===== config.mk =====
export PLATFORM = sky130hd
export DESIGN_NAME = roe_ctrl_fsm
export DESIGN_NICKNAME = d
export VERILOG_FILES = /design/src/rtl/roe_ctrl_fsm.sv
export SDC_FILE = /design/constraint.sdc
export NUM_CORES = 1
export LEC_CHECK = 0
export CORE_ASPECT_RATIO = 1.75
export CORE_MARGIN = 3
export CORE_UTILIZATION = 30
export CTS_CLUSTER_DIAMETER = 120
export DETAILED_ROUTE_END_ITERATION = 10
export PLACE_DENSITY = 0.57
export SETUP_SLACK_MARGIN = 0.2
export SYNTH_ARGS = -nofsm -noshare
export SYNTH_HDL_FRONTEND = slang
export SYNTH_SLANG_ARGS = --single-unit

===== constraint.sdc =====
create_clock -name CLK -period 2.61 [get_ports CLK]
set_input_delay 0.261 -clock CLK [delete_from_list [all_inputs] [get_ports CLK]]
set_output_delay 0.261 -clock CLK [all_outputs]
set_load 0.03 [all_outputs]

===== src/rtl/roe_ctrl_fsm.sv =====
// roe_ctrl_fsm: multicycle control sequencer for the R.O.E. datapath.
// Steps each instruction through FETCH/DECODE/EXEC/MEM/WB, handshakes with
// data memory, flags memory timeouts and counts executed cycles.
module roe_ctrl_fsm #(
  parameter int IW      = 9,
  parameter int CNT_W   = 16,
  parameter int MEM_TMO = 15
) (
  input  logic             CLK,
  input  logic             reset,
  input  logic             start,
  input  logic [IW-1:0]    instr,
  input  logic             alu_zero,
  input  logic             mem_ready,
  output logic             pc_en,
  output logic             ir_load,
  output logic             branch_taken,
  output logic [3:0]       alu_op,
  output logic             imm_sel,
  output logic             reg_we,
  output logic             mem_re,
  output logic             mem_we,
  output logic             done,
  output logic             mem_err,
  output logic [CNT_W-1:0] cycle_count
);

  // state  | meaning
  // IDLE   | waiting for start after reset
  // FETCH  | capture instr into IR
  // DECODE | decode IR, detect halt
  // EXEC   | ALU cycle; branches resolve, loads/stores raise their strobe
  // MEM    | wait for mem_ready, bounded by MEM_TMO cycles
  // WB     | register write and PC advance
  // HALT   | done=1, waiting for start to resume

  typedef enum logic [2:0] {
    S_IDLE   = 3'd0,
    S_FETCH  = 3'd1,
    S_DECODE = 3'd2,
    S_EXEC   = 3'd3,
    S_MEM    = 3'd4,
    S_WB     = 3'd5,
    S_HALT   = 3'd6
  } state_t;

  localparam int TMO_W = $clog2(MEM_TMO + 1);

  localparam logic [2:0] OP_REG   = 3'd0;
  localparam logic [2:0] OP_ARITH = 3'd1;
  localparam logic [2:0] OP_SHIFT = 3'd2;
  localparam logic [2:0] OP_HARD  = 3'd3;
  localparam logic [2:0] OP_SLT   = 3'd4;
  localparam logic [2:0] OP_XOR   = 3'd5;
  localparam logic [2:0] OP_AND   = 3'd6;

  localparam logic [1:0] FN_REDEF  = 2'd0;
  localparam logic [1:0] FN_LW     = 2'd1;
  localparam logic [1:0] FN_SW     = 2'd2;

  localparam logic [3:0] ALU_SLB    = 4'd0;
  localparam logic [3:0] ALU_ADD    = 4'd1;
  localparam logic [3:0] ALU_SUB    = 4'd2;
  localparam logic [3:0] ALU_SHIFTL = 4'd3;
  localparam logic [3:0] ALU_SHIFTR = 4'd4;
  localparam logic [3:0] ALU_BNZ    = 4'd5;
  localparam logic [3:0] ALU_SLT    = 4'd6;
  localparam logic [3:0] ALU_XOR    = 4'd7;
  localparam logic [3:0] ALU_AND    = 4'd8;
  localparam logic [3:0] ALU_OR     = 4'd9;

  state_t           state, state_nxt;
  logic [IW-1:0]    ir;
  logic [TMO_W-1:0] tmo_cnt;
  logic [2:0]       op;
  logic [1:0]       fn;
  logic             is_lw, is_sw, is_br, is_halt, is_hard_imm;
  logic [3:0]       alu_dec;
  logic             mem_tmo_hit;

  // Decode fields always come from the registered IR, never from live instr.
  assign op          = ir[IW-1 -: 3];
  assign fn          = ir[IW-4 -: 2];
  assign is_lw       = (op == OP_REG) && (fn == FN_LW);
  assign is_sw       = (op == OP_REG) && (fn == FN_SW);
  assign is_br       = (op == OP_REG) && (fn == 2'd3);
  assign is_halt     = (op == OP_HARD) && (ir[5:0] == 6'h3F);
  assign is_hard_imm = (op == OP_HARD) && !is_halt;
  assign mem_tmo_hit = (state == S_MEM) && !mem_ready && (tmo_cnt == '0);
  assign done        = (state == S_HALT);

  // ALU code lookup from the IR opcode/function fields.
  always_comb begin
    alu_dec = ALU_SLB;
    case (op)
      OP_REG: begin
        if (fn == FN_REDEF)   alu_dec = ALU_SLB;
        else if (is_br)       alu_dec = ALU_BNZ;
        else                  alu_dec = ALU_ADD;
      end
      OP_ARITH: alu_dec = ir[5] ? ALU_SUB : ALU_ADD;
      OP_SHIFT: alu_dec = ir[5] ? ALU_SHIFTR : ALU_SHIFTL;
      OP_HARD:  alu_dec = ALU_SLB;
      OP_SLT:   alu_dec = ALU_SLT;
      OP_XOR:   alu_dec = ALU_XOR;
      OP_AND:   alu_dec = ALU_AND;
      default:  alu_dec = ALU_OR;
    endcase
  end

  // Next-state and datapath strobes; memory strobes fall in the ready cycle.
  always_comb begin
    state_nxt    = state;
    pc_en        = 1'b0;
    ir_load      = 1'b0;
    branch_taken = 1'b0;
    alu_op       = 4'd0;
    imm_sel      = 1'b0;
    reg_we       = 1'b0;
    mem_re       = 1'b0;
    mem_we       = 1'b0;
    if (state inside {S_DECODE, S_EXEC, S_MEM, S_WB} && !is_halt) begin
      alu_op  = alu_dec;
      imm_sel = is_hard_imm;
    end
    case (state)
      S_IDLE:   if (start) state_nxt = S_FETCH;
      S_FETCH: begin
        ir_load   = 1'b1;
        state_nxt = S_DECODE;
      end
      S_DECODE: state_nxt = is_halt ? S_HALT : S_EXEC;
      S_EXEC: begin
        if (is_lw || is_sw) begin
          mem_re    = is_lw;
          mem_we    = is_sw;
          state_nxt = S_MEM;
        end else if (is_br) begin
          pc_en        = 1'b1;
          branch_taken = !alu_zero;
          state_nxt    = S_FETCH;
        end else begin
          state_nxt = S_WB;
        end
      end
      S_MEM: begin
        if (mem_ready) begin
          pc_en     = is_sw;
          state_nxt = is_lw ? S_WB : S_FETCH;
        end else begin
          mem_re = is_lw;
          mem_we = is_sw;
          if (tmo_cnt == '0) state_nxt = S_HALT;
        end
      end
      S_WB: begin
        reg_we    = 1'b1;
        pc_en     = 1'b1;
        state_nxt = S_FETCH;
      end
      S_HALT:   if (start) state_nxt = S_FETCH;
      default:  state_nxt = S_IDLE;
    endcase
  end

  // State register.
  always_ff @(posedge CLK or posedge reset) begin
    if (reset) state <= S_IDLE;
    else       state <= state_nxt;
  end

  // Instruction register, loaded only in FETCH.
  always_ff @(posedge CLK or posedge reset) begin
    if (reset)                 ir <= '0;
    else if (state == S_FETCH) ir <= instr;
  end

  // MEM wait timer: loaded in EXEC, counts down on each cycle without ready.
  always_ff @(posedge CLK or posedge reset) begin
    if (reset)                                            tmo_cnt <= '0;
    else if (state == S_EXEC)                             tmo_cnt <= TMO_W'(MEM_TMO - 1);
    else if (state == S_MEM && !mem_ready && tmo_cnt != '0) tmo_cnt <= tmo_cnt - 1'b1;
  end

  // Sticky timeout flag; only reset clears it.
  always_ff @(posedge CLK or posedge reset) begin
    if (reset)            mem_err <= 1'b0;
    else if (mem_tmo_hit) mem_err <= 1'b1;
  end

  // Saturating execution-cycle counter; cleared when leaving IDLE.
  always_ff @(posedge CLK or posedge reset) begin
    if (reset) begin
      cycle_count <= '0;
    end else if (state == S_IDLE) begin
      if (start) cycle_count <= '0;
    end else if (state inside {S_FETCH, S_DECODE, S_EXEC, S_MEM, S_WB}) begin
      if (cycle_count != {CNT_W{1'b1}}) cycle_count <= cycle_count + CNT_W'(1);
    end
  end

endmodule


### Word level (Yosys, flattened, before mapping)

Cells that the tools add are included.

| storage, ports and cells | value |
|---|---|
| bits of input ports | 14 |
| logic and storage cells | 89 |
| register bits after elaboration | 33 |

| cells by class | value |
|---|---|
| reductions and logical operators | 26 |
| eq/ne operators | 20 |
| add/sub/neg operators | 2 |
| muxes and demuxes | 36 |

Operators by type and width:

| operator | number |
|---|---|
| 16-bit two-way mux | 4 |
| 3-bit two-way mux | 10 |
| 4-bit case mux with 7 select lines | 1 |
| 3-bit == test, second input constant | 6 |
| 3-bit case mux with 6 select lines | 1 |
| 16-bit by 1-bit adder with 16-bit output, second input constant | 1 |
| 16-bit inequality test, second input constant | 1 |
| 1-bit two-way mux | 13 |
| 3-bit by 2-bit == test with 1-bit output, second input constant | 4 |
| 4-bit two-way mux | 3 |
| 1-bit logical AND | 9 |
| 4-bit nonzero test | 2 |
| 3-bit by 1-bit == test with 1-bit output, second input constant | 2 |
| 6-bit == test, second input constant | 1 |
| 3-bit logical NOT | 2 |
| 2-bit nonzero test | 3 |
| 5-bit nonzero test | 1 |
| 2-bit == test, second input constant | 2 |
| 4-bit logical NOT | 1 |
| 1-bit case mux with 2 select lines | 2 |
| 4-bit by 1-bit subtractor with 4-bit output, second input constant | 1 |
| 1-bit logical NOT | 3 |
| 3-bit by 2-bit inequality test with 1-bit output, second input constant | 1 |
| 1-bit case mux with 3 select lines | 1 |
| 9 further kinds | 9 |

### Logic depth before layout (Yosys ltp)

| depth | value |
|---|---|
| word-level depth | 6 |
| gate-level depth with buffers | 7 |
| gate-level depth less buffers | 7 |

### Worst setup path before layout

No wires, ideal clock.

| timing | value |
|---|---|
| path type | reg2out |
| start point | reg state[1] |
| end point | out imm_sel |
| arrival | 2.152 ns |
| slack | 0.197 ns |
| stages on the path, launching flop included | 5 |
| path buffers | 1 |
| path through | dfrtp_1 -> buf_2 -> clkinv_1 -> ha_1 -> nor4_1 |

| between the ends | value |
|---|---|
| longest elaborated chain between the ends | 4 |
| elaborated cells between the ends (all ways) | 7 |
| those cells by class | 4 x eq/ne; 1 x mux; 2 x reduce/logical |

RTL lines:

| item | line | source |
|---|---|---|
| from (decl) | 72 | `state_t state, state_nxt;` |
| from (signal assigned) | 169 | `else state <= state_nxt;` |
| 3-bit by 2-bit == test with 1-bit output or 3-bit == test (tied branches) | 122 | `if (state inside {S_DECODE, S_EXEC, S_MEM, S_WB} && !is_halt) begin` |
| 4-bit nonzero test * | 122 |  |
| 1-bit logical AND * | 122 |  |
| 1-bit two-way mux * | 122 |  |
| to (decl) | 19 | `output logic imm_sel,` |

Every way passes the cells marked *; elsewhere a longest branch is shown, timed or not.

### Final worst setup path

| timing | value |
|---|---|
| start point | reg ir[4] |
| end point | out pc_en |

| between the ends | value |
|---|---|
| longest elaborated chain between the ends | 5 |
| elaborated cells between the ends (all ways) | 11 |
| those cells by class | 3 x eq/ne; 4 x mux; 4 x reduce/logical |

RTL lines:

| item | line | source |
|---|---|---|
| from (decl) | 73 | `logic [IW-1:0] ir;` |
| from (signal assigned) | 175 | `else if (state == S_FETCH) ir <= instr;` |
| 2-bit == test, or another cell as far along | 86 | `assign is_br = (op == OP_REG) && (fn == 2'd3);` |
| 1-bit logical AND (on tied branches) | 86, 84, 85 |  |
| 1-bit two-way mux or 1-bit logical OR (tied branches) | 138, 134 |  |
| 1-bit two-way mux | 134 | `if (is_lw \|\| is_sw) begin` |
| 1-bit case mux with 3 select lines * | 126 | `case (state)` |
| to (decl) | 15 | `output logic pc_en,` |

Marks and branches as above.

==> impl_metrics.csv <==
group,metric,value,unit
die,die_area,7822,um^2
sta,max_freq,443.4,MHz
clock_tree,worstSkewPairLatency,0.27,ns
critical_path,cp_cell_sequence,"or4_1, inv_1, a21oi_1, o21ai_0, clkdlybuf4s15_1",
critical_path,end_kind,"output pin",
synthesis,ys_warn_count,0,
critical_path,critPathLaunchType,"register",
synthesis,synth.most_common_cell,"dfrtp_1",
sta,setup_tns,0,ns
final_layout,antenna_cells,0,
critical_path,critPathKind,"register to output pin",
drt,wirelength,5369,um
place,place_hpwl,4045,um
synthesis,synth_area_leaders,"dfrtp_1, nand2_1, nor2_1",
final_layout,syn_to_final_growth,35.47,%
critical_path,crit_fanout,7,
grt,grt_start_max_net_pins,34,
grt,grt_pass1_vias,1856,
drt,via_count,1966,
drt,vias_per_cell,5.357,
synthesis,synth_edf_count,0,
grt,grt_util_all_layers,0.1486,
clock_tree,clockBufferDepth,2,
sta,period_share,0.8640,
sta,worstMarginPinSlew,0.5742,ns
sta,fin_crit,2.255,ns
synthesis,synth_area_leader_cell,"dfrtp_1",
synthesis,post_synth.cell_area_avg,8.705,um^2
sta,grt_setup_unrepaired,"false",
critical_path,crit_family,"simple AND/OR/NAND/NOR gates",
drt,drtIter0Drc,129,
critical_path,crit_start,"ir[4]",
synthesis,ys.flop_type,"dfrtp_1",
drt,drt-met1-wl,2039,um
die,start_util,0.3102,
clock_tree,cts_sinks,33,
die,fp.dieH,114.8,um
critical_path,max_stage_delay,0.59,ns
clock_tree,cts_made_buffers,5,
die,die_x,68.16,um
power_and_ir_drop,powerDensity,1085,nW/um^2
critical_path,critPathSlowestCell,"or4_1",
synthesis,synthTopCellsByCount,"dfrtp_1, nand2_1, nor2_1",
clock_tree,h-tree-depth,2,
critical_path,path_buf_inv,2,
final_layout,nNetsFinal,304,
critical_path,regToRegStartpoint,"state[2]",
final_layout,nFillCells,678,
drt,ant_nets,0,
synthesis,ys_async_sr_fraction,1.000,
sta,setup_viol,0,
run,maxCapViolCount,0,
drt,wl_met3,217,um
die,num_rows,39,
clock_tree,clockRootBuffer,"clkbuf_16",
final_layout,instances_no_fill,367,
grt,grt_overflow,0,
synthesis,synth-seq-cells,33,
synthesis,synth_top_area_frac,0.4072,
die,io_pins,43,
synthesis,syn_nets,252,
synthesis,mappedNetlistArea,2028,um^2
place,gp_congestion,0.7748,
synthesis,synth_cell_types,52,
drt,dr_wl_met2,2975,um
worst_hold_path,worstHoldPathType,"input pin to asynchronous set/reset pin",
place,placed_cells,360,
synthesis,seq_area_frac_synth,0.4072,
grt,antenna_found_initial,0,
clock_tree,cts_tree,"yes",
power_and_ir_drop,power.leakage,0.001174,uW
grt,grt_first_pass_wirelength,8749,um
drt,highest-signal-layer,"met4",
final_layout,drive_gt1_frac,0.1439,
sta,finalHoldViolations,0,
outcome,outcome,"finished clean",
power_and_ir_drop,ir_worst_vdd,0.0005880,V
sta,slew_headroom,0.6142,
drt,drt-pass1-iter-count,4,
critical_path,required,2.35,ns
drt,avgRoutedWirePerCell,14.63,um
die,fp.coreArea,6539,um^2
synthesis,synthesis.instances,233,
sta,skew,0.004801,ns
drt,drcViolationCount,0,
critical_path,arrival,1.99,ns
clock_tree,cts.reportedPaths.clkPinSlew,0.05,ns
sta,slew_violations,0,
place,io_buffers,42,
## state kept, by name, summed over array words and instances, names as in the netlist
| name | cells |
|---|---|
| mem_err | 1 |
| state | 3 |
| tmo_cnt | 4 |
| cycle_count | 16 |
| ir | 9 |
## power breakdown
group          total [uW]  internal [uW]  leakage [uW]  switching, uW
clock                 574            374     0.0000700            200
combinational        1600            671      0.000686            934
sequential            802            660      0.000418            141
## through the flow
| step | hold slack [ns] | setup WS [ns] | cell area [um^2] | utilization | total power, uW |
|---|---|---|---|---|---|
| 5_1_grt | 0.4355 | 0.2059 | 2748 | 0.4202 | 3207 |
| 4_1_cts | 0.4018 | 0.2183 | 2736 | 0.4185 | 3017 |
| 6_report | 0.3879 | 0.3549 | 2748 | 0.4202 | 2980 |
| 3_3_place_gp | 0.4571 | 0.3409 | 2596 | 0.3971 | 2425 |
| 3_5_place_dp | 0.4662 | 0.3345 | 2596 | 0.3971 | 2436 |
| 2_1_floorplan | 0.3899 | 0.4222 | 2034 | - | 1925 |
## worst register-to-register path: stages (launching register included)
cell	delay [ns]
dfrtp_1	0.37
buf_4	0.18
or3_1	0.55
nand2b_1	0.34
a21oi_2	0.14
a21o_1	0.21
a22o_1	0.17
## final cells by class
class                      count  area (um^2)  area share
sequential                    33        825.8      0.3005
inverter                       8        30.03     0.01093
timing repair buffer          56        531.8      0.1935
multi-input combinational    181         1115      0.4057
clock buffer                   7        142.6     0.05191
tap                           82        102.6     0.03734
## logic make-up after synthesis
kind of cell    after synthesis  share of synthesized area
compound gates               53                     0.1697
xor+xnor                      1                   0.004319
fa+ha+maj                     5                    0.03085
buf+inv                      19                    0.04626
flops                        33                     0.4072
mux                           9                    0.04997
simple gates                113                     0.2918
## final timing paths
check | depth (start not counted) | slack [ns] | endpoint
hold / removal | 3 | 0.39 | cycle_count[0]
setup reg to reg | 6 | 0.53 | cycle_count[3]
max in group asynchronous | 3 | 1.90 | cycle_count[14]
min in group CLK | 1 | 0.47 | mem_err
hold reg to reg | 1 | 0.47 | mem_err
setup / recovery | 5 | 0.35 | pc_en
## layout by cell type, fill, tap and decap left out, types with 2 or more instances in the layout
cell type / n
or3_1: 3
buf_4: 15
o21ai_0: 12
a31oi_1: 2
ha_1: 5
clkinv_1: 2
nor2_1: 28
nand2b_1: 3
nand4_1: 6
dlymetal6s2s_1: 4
nand3b_1: 2
a21o_1: 3
nand2_1: 28
inv_1: 6
nor4_1: 2
nor3_1: 13
nor3b_1: 2
a21oi_1: 12
clkbuf_16: 5
nand3_1: 12
o21ai_1: 4
o211ai_1: 2
or4_1: 3
clkdlybuf4s50_1: 35
dfrtp_1: 33
o31ai_1: 4
mux2_2: 9
## repair_timing
action                     CTS  global route
setup endpoints to repair    2             5
resized for setup            2             5
hold buffers                 0             0
buffers inserted             0             0
## routing by layer
layer  global-route usage  up-vias
met1               0.1548      947
met5                    0        -
li1                     -      954
met3              0.03226        8
met4              0.06507        0
met2               0.2732       57
No activity file was read; power rests on OpenSTA's default activity.
==> patch 1, RTL diff (config.mk and constraints unchanged) <==
`MEM_TMO`: 15 -> 30.
--- a/src/rtl/roe_ctrl_fsm.sv
+++ b/src/rtl/roe_ctrl_fsm.sv
@@ -6,3 +6,3 @@
   parameter int CNT_W   = 16,
-  parameter int MEM_TMO = 15
+  parameter int MEM_TMO = 30
 ) (
Formal check against the unedited RTL: no difference found for any inputs over 10 cycles, from zero or initial values and one cycle with reset high; that may be too few to reach the edited logic, so the function may still have changed.
==> patch 1 against the unedited design <==
  * Synthesized area is 2.8% higher
  * Worst setup slack worse by 0.039 ns
  * Cell area is 0.68% lower
  * Utilization is 0.90 points lower
  * Power is 14% lower
  * Cell count is 2.2% lower
  * Clock skew is 0.0011 ns lower
  * Global-route usage is 0.63 points lower
  * Clock power is 3% lower
  * Non-clock buffer count is 7 lower
  * Wire length is 1.0% higher
  * Sequential cell count is 1 higher
  * Critical endpoint is now alu_op[2]
  * Largest cell class unchanged
==> patch 1: results (changes against the unedited design) <==
- Outcome: complete, no violations
- Syn Area/Cell: 8.95 sq um (+2.8%)
- Area of the multi-input gates: 1130 sq um (+1.5%)
- Htree depth: 2 (unchanged)
- Drt initial violations: 116 (-10%)
- Area of the core: 6640 sq um (+1.5%)
- Total power: 2580 uW (-14%)
- Maximum vdd drop: 0.000573 V (-2.6%)
- FF/Latch Area: 852 sq um (+3.2%)
- Clock root cell: clkbuf_16
- Non-clock buffer share: 0.172 (-0.0211)
- Routed met2 length: 2950 um (-0.97%)
- Crit path max fanout: 11 (+4)
- Vias in the first global route: 1944 (+4.7%)
- Share of layout cells above drive strength 1: 0.112 (-0.0319)
- Total Routing Usage GR: 0.142 (-0.00632)
- Grt met1 use: 0.150 (-0.00524)
- Pre-CTS WS: 0.337 ns (+0.00262 ns)
- P_leak: 0.00116 uW (-0.95%)
- Met3 Use GR: 0.0215 (-0.0107)
- Worst-Margin Slew: 0.751 ns (+0.177 ns)
- Routed wire length per instance: 15.1 um (+3.3%)
- Met3 Wirelength: 218 um (+0.46%)
- Fin util: 0.411 (-0.00901)
- Post-synth top cells: dfrtp_1, nor2_1, nand2_1
- Non-clk invs: 10 (+2)
- Top cells by area, synth: dfrtp_1, mux2_2, nor2_1
- Clock sinks: 34 (+3.0%)
- Placed insts: 352 (-2.2%)
- Sequential-to-total area share from yosys stat: 0.408 (+0.00101)
- Largest net degree at the start of global routing: 35 (+2.9%)
- CP max stage delay: 0.71 ns (+0.12 ns)
- Vias/cell: 5.36 (about the same)
- Clk pwr share: 0.216 (+0.023)
- Arr. time, crit path: 2.03 ns (+0.04 ns)
- Global Route met2 Usage: 0.268 (-0.00534)
- CTS-repair resized insts: 3 (+1)
- Comb_multi_in: 177 (-2.2%)
- Clock skew: 0.00368 ns (-0.00112 ns)
- Non-filler instance count after layout: 359 (-2.2%)
- Routed metal-1 wirelength: 2100 um (+2.8%)
- Fillers: 703 (+3.7%)
- Non-clk bufs: 49 (-13%)
- Yosys cell types: 50 (-3.8%)
- Dpl cell area: 2590 sq um (-0.24%)
- Final GP Congestion: 0.847 (+9.3%)
- Worst path slowest cell: clkdlybuf4s50_1
- Dpl hpwl: 4070 um (+0.63%)
- Largest regs: cycle_count (16), ir (9), tmo_cnt (5)
-- patch 1: worst paths after layout --
path / to / slack (ns) / startpoint / cells after the start
worst max-delay path: alu_op[2] / 0.32 / state[2]$_DFFE_PP0P_ / 3
worst min-delay path: cycle_count[4]$_DFFE_PP0P_ / 0.38 / reset / 3
worst max register to register: cycle_count[9]$_DFFE_PP0P_ / 0.61 / cycle_count[0]$_DFFE_PP0P_ / 6
worst min register to register: mem_err$_DFFE_PP0P_ / 0.46 / mem_err$_DFFE_PP0P_ / 1
max in group asynchronous: state[2]$_DFFE_PP0P_ / 1.90 / reset / 3
min in group CLK: mem_err$_DFFE_PP0P_ / 0.46 / mem_err$_DFFE_PP0P_ / 1
-- patch 1: cell families after synthesis --
group / count (synthesis) / share of synthesized area
DFF: 34 / 0.408
muxes: 10 / 0.0534
AOI/OAI and AO/OA: 56 / 0.174
adders and majority gates: 5 / 0.0300
buffers and inverters: 22 / 0.0516
and+or+nand+nor: 103 / 0.270
xor gates and xnor gates: 3 / 0.0126
==> patch 2, RTL diff (same settings) <==
Without the edit above. Put one more register stage on the output `cycle_count`, cleared by the reset. The value now appears one clock later. The other outputs are not delayed to match.
--- a/src/rtl/roe_ctrl_fsm.sv
+++ b/src/rtl/roe_ctrl_fsm.sv
@@ -71,2 +71,4 @@
 
+  logic [CNT_W-1:0] cycle_count_s0;
+
   state_t           state, state_nxt;
@@ -193,7 +195,15 @@
     if (reset) begin
+      cycle_count_s0 <= '0;
+    end else if (state == S_IDLE) begin
+      if (start) cycle_count_s0 <= '0;
+    end else if (state inside {S_FETCH, S_DECODE, S_EXEC, S_MEM, S_WB}) begin
+      if (cycle_count_s0 != {CNT_W{1'b1}}) cycle_count_s0 <= cycle_count_s0 + CNT_W'(1);
+    end
+  end
+
+  always_ff @(posedge CLK or posedge reset) begin
+    if (reset) begin
       cycle_count <= '0;
-    end else if (state == S_IDLE) begin
-      if (start) cycle_count <= '0;
-    end else if (state inside {S_FETCH, S_DECODE, S_EXEC, S_MEM, S_WB}) begin
-      if (cycle_count != {CNT_W{1'b1}}) cycle_count <= cycle_count + CNT_W'(1);
+    end else begin
+      cycle_count <= cycle_count_s0;
     end
Check against the original RTL: not equivalent (a bounded check fails within 4 cycles, from zero or initial values and one cycle with reset high).
==> patch 2 against the unedited design <==
  * Sequential cell count grew 16
  * Clock power grew 16%
  * Die area grew 27%
  * Wire length grew 22%
  * Sequential share of layout area grew 6.1 points
  * Synthesized area grew 29%
  * Combinational power shrank 3%
  * Power grew 11%
  * Cell count grew 16%
  * Synthesized cell count grew 12%
  * First-iteration DRC count grew 20%
  * Worst setup slack lost 0.072 ns
  * Cell area grew 24%
  * Sequential power grew 38%
  * Critical endpoint is now alu_op[0]
  * Largest power group unchanged
==> patch 2: results (changes against the unedited design) <==
- Antenna diode instance count: 0 (unchanged)
- Dpl hpwl: 4910 um (+21%)
- Clock skew: 0.00346 ns (-0.00134 ns)
- First-pass GRT wire length: 10800 um (+23%)
- Ys flop type: dfrtp_1
- Port buffer count: 42 (unchanged)
- Dpl cell area: 3220 sq um (+24%)
- Largest net degree at the start of global routing: 27 (-21%)
- Non-filler instance count after layout: 425 (+16%)
- Top cells by area, synth: dfrtp_1, mux2_2, nor3_1
- Outcome: complete, no violations
- DRT Pass-1 Iters: 4 (unchanged)
- Clock slew at reported path FFs: 0.06 ns
- Largest regs: cycle_count (16), cycle_count_s0 (16), ir (9)
- Initial antenna violation count: 0 (unchanged)
- Cells after synthesis: 262 (+12%)
- Arr. time, crit path: 2.07 ns (+0.08 ns)
- Yosys cell types: 59 (+13%)
- Maximum vdd drop: 0.000567 V (-3.6%)
- Htree depth: 2 (unchanged)
- Worst path slowest cell: clkdlybuf4s50_1
- Drt initial violations: 155 (+20%)
- Net Count, Synth: 281 (+12%)
- Post-synth top cells: dfrtp_1, nor2_1, inv_1, nand2_1, nor3_1
- Hold WC Path Type: in -> async
- Crit path max fanout: 11 (+4)
- Clock latency at the later pin of the worst-skew pair: 0.29 ns (+0.02 ns)
- Asr flop ratio synth: 1.00 (unchanged)
- Total Wirelength: 6560 um (+22%)
- Crit path max-delay family: buffers and inverters
- Share of layout cells above drive strength 1: 0.142 (-0.00192)
- CTS buffer count: 5 (unchanged)
- Final GP Congestion: 0.930 (+20%)
- Synth Warn #: 0 (unchanged)
- P_leak: 0.00146 uW (+25%)
- Fillers: 836 (+23%)
- Vias in the first global route: 2249 (+21%)
- Clock root cell: clkbuf_16
- Max Root-Sink Buffers: 2 (unchanged)
- Placed insts: 417 (+16%)
- CP max stage delay: 0.67 ns (+0.08 ns)
- Fin nets: 328 (+7.9%)
- Sequential-to-total area share from yosys stat: 0.468 (+0.0608)
- Worst-Margin Slew: 0.690 ns (+0.116 ns)
- Total Routing Usage GR: 0.138 (-0.0109)
- Vias/cell: 5.15 (-3.9%)
- Worst Reg-to-Reg Cells: 5 (-1)
## patch 2: worst reg2reg max path: cells and delay by family (launching register included)
family / cells / cell delay, ns
simple gates: 1 / 0.60
compound gates: 2 / 0.59
flops: 1 / 0.44
fa+ha+maj: 1 / 0.28
buf+inv: 1 / 0.11
## patch 2: repair_timing
| item | 4_1_cts | 5_1_grt |
|---|---|---|
| resized for setup | 5 | 3 |
| setup buffers | 0 | 0 |
| setup endpoints to repair | 5 | 3 |
| hold buffers | 0 | 0 |
## patch 2: final timing paths
| check | slack [ns] | endpoint | from |
|---|---|---|---|
| setup / recovery | 0.28 | alu_op[0] | state[2]$_DFFE_PP0P_ |
| hold / removal | 0.32 | cycle_count[4]$_DFF_PP0_ | reset |
| setup reg to reg | 0.51 | cycle_count_s0[7]$_DFFE_PP0P_ | cycle_count_s0[0]$_DFFE_PP0P_ |
| hold reg to reg | 0.45 | cycle_count[5]$_DFF_PP0_ | cycle_count_s0[5]$_DFFE_PP0P_ |
| max in group asynchronous | 1.77 | state[2]$_DFFE_PP0P_ | reset |
| min in group CLK | 0.45 | cycle_count[5]$_DFF_PP0_ | cycle_count_s0[5]$_DFFE_PP0P_ |
## patch 2: metal layers
layer	GRT usage	part of all wire
met2	0.268	0.56
met5	0	0
met3	0.0216	0.032
met1	0.138	0.38
met4	0.0758	0.036
## patch 2: final cells by class
type,count,area (sq um),area share
clock inverters,2,13.8,0.00405
clock buffers,6,139,0.0409
well taps,115,144,0.0424
inverters,16,60.1,0.0177
repair buffers,55,534,0.157
flip-flops and latches,49,1230,0.362
multi-input cells,182,1280,0.376
## patch 2: logic make-up after synthesis
| logic type | count (synthesis) | share of synthesized area |
|---|---|---|
| mux | 12 | 0.0501 |
| compound gates | 53 | 0.153 |
| buf+inv | 31 | 0.0521 |
| simple gates | 109 | 0.243 |
| xor+xnor | 3 | 0.0100 |
| flops | 49 | 0.468 |
| fa+ha+maj | 5 | 0.0239 |
## patch 2: power breakdown
part           leakage [uW]  switching [uW]  internal, uW
clock             0.0000768             281           381
sequential         0.000632             167           940
combinational      0.000756             894           654
## patch 2: stage by stage
step / hold slack (ns) / utilization / power [uW] / setup WS (ns)
2_1_floorplan: 0.349 / - / 2140 / 0.549
3_3_place_gp: 0.429 / 0.382 / 2640 / 0.386
3_5_place_dp: 0.435 / 0.382 / 2660 / 0.355
4_1_cts: 0.335 / 0.402 / 3370 / 0.204
5_1_grt: 0.368 / 0.403 / 3530 / 0.213
6_report: 0.318 / 0.403 / 3320 / 0.283
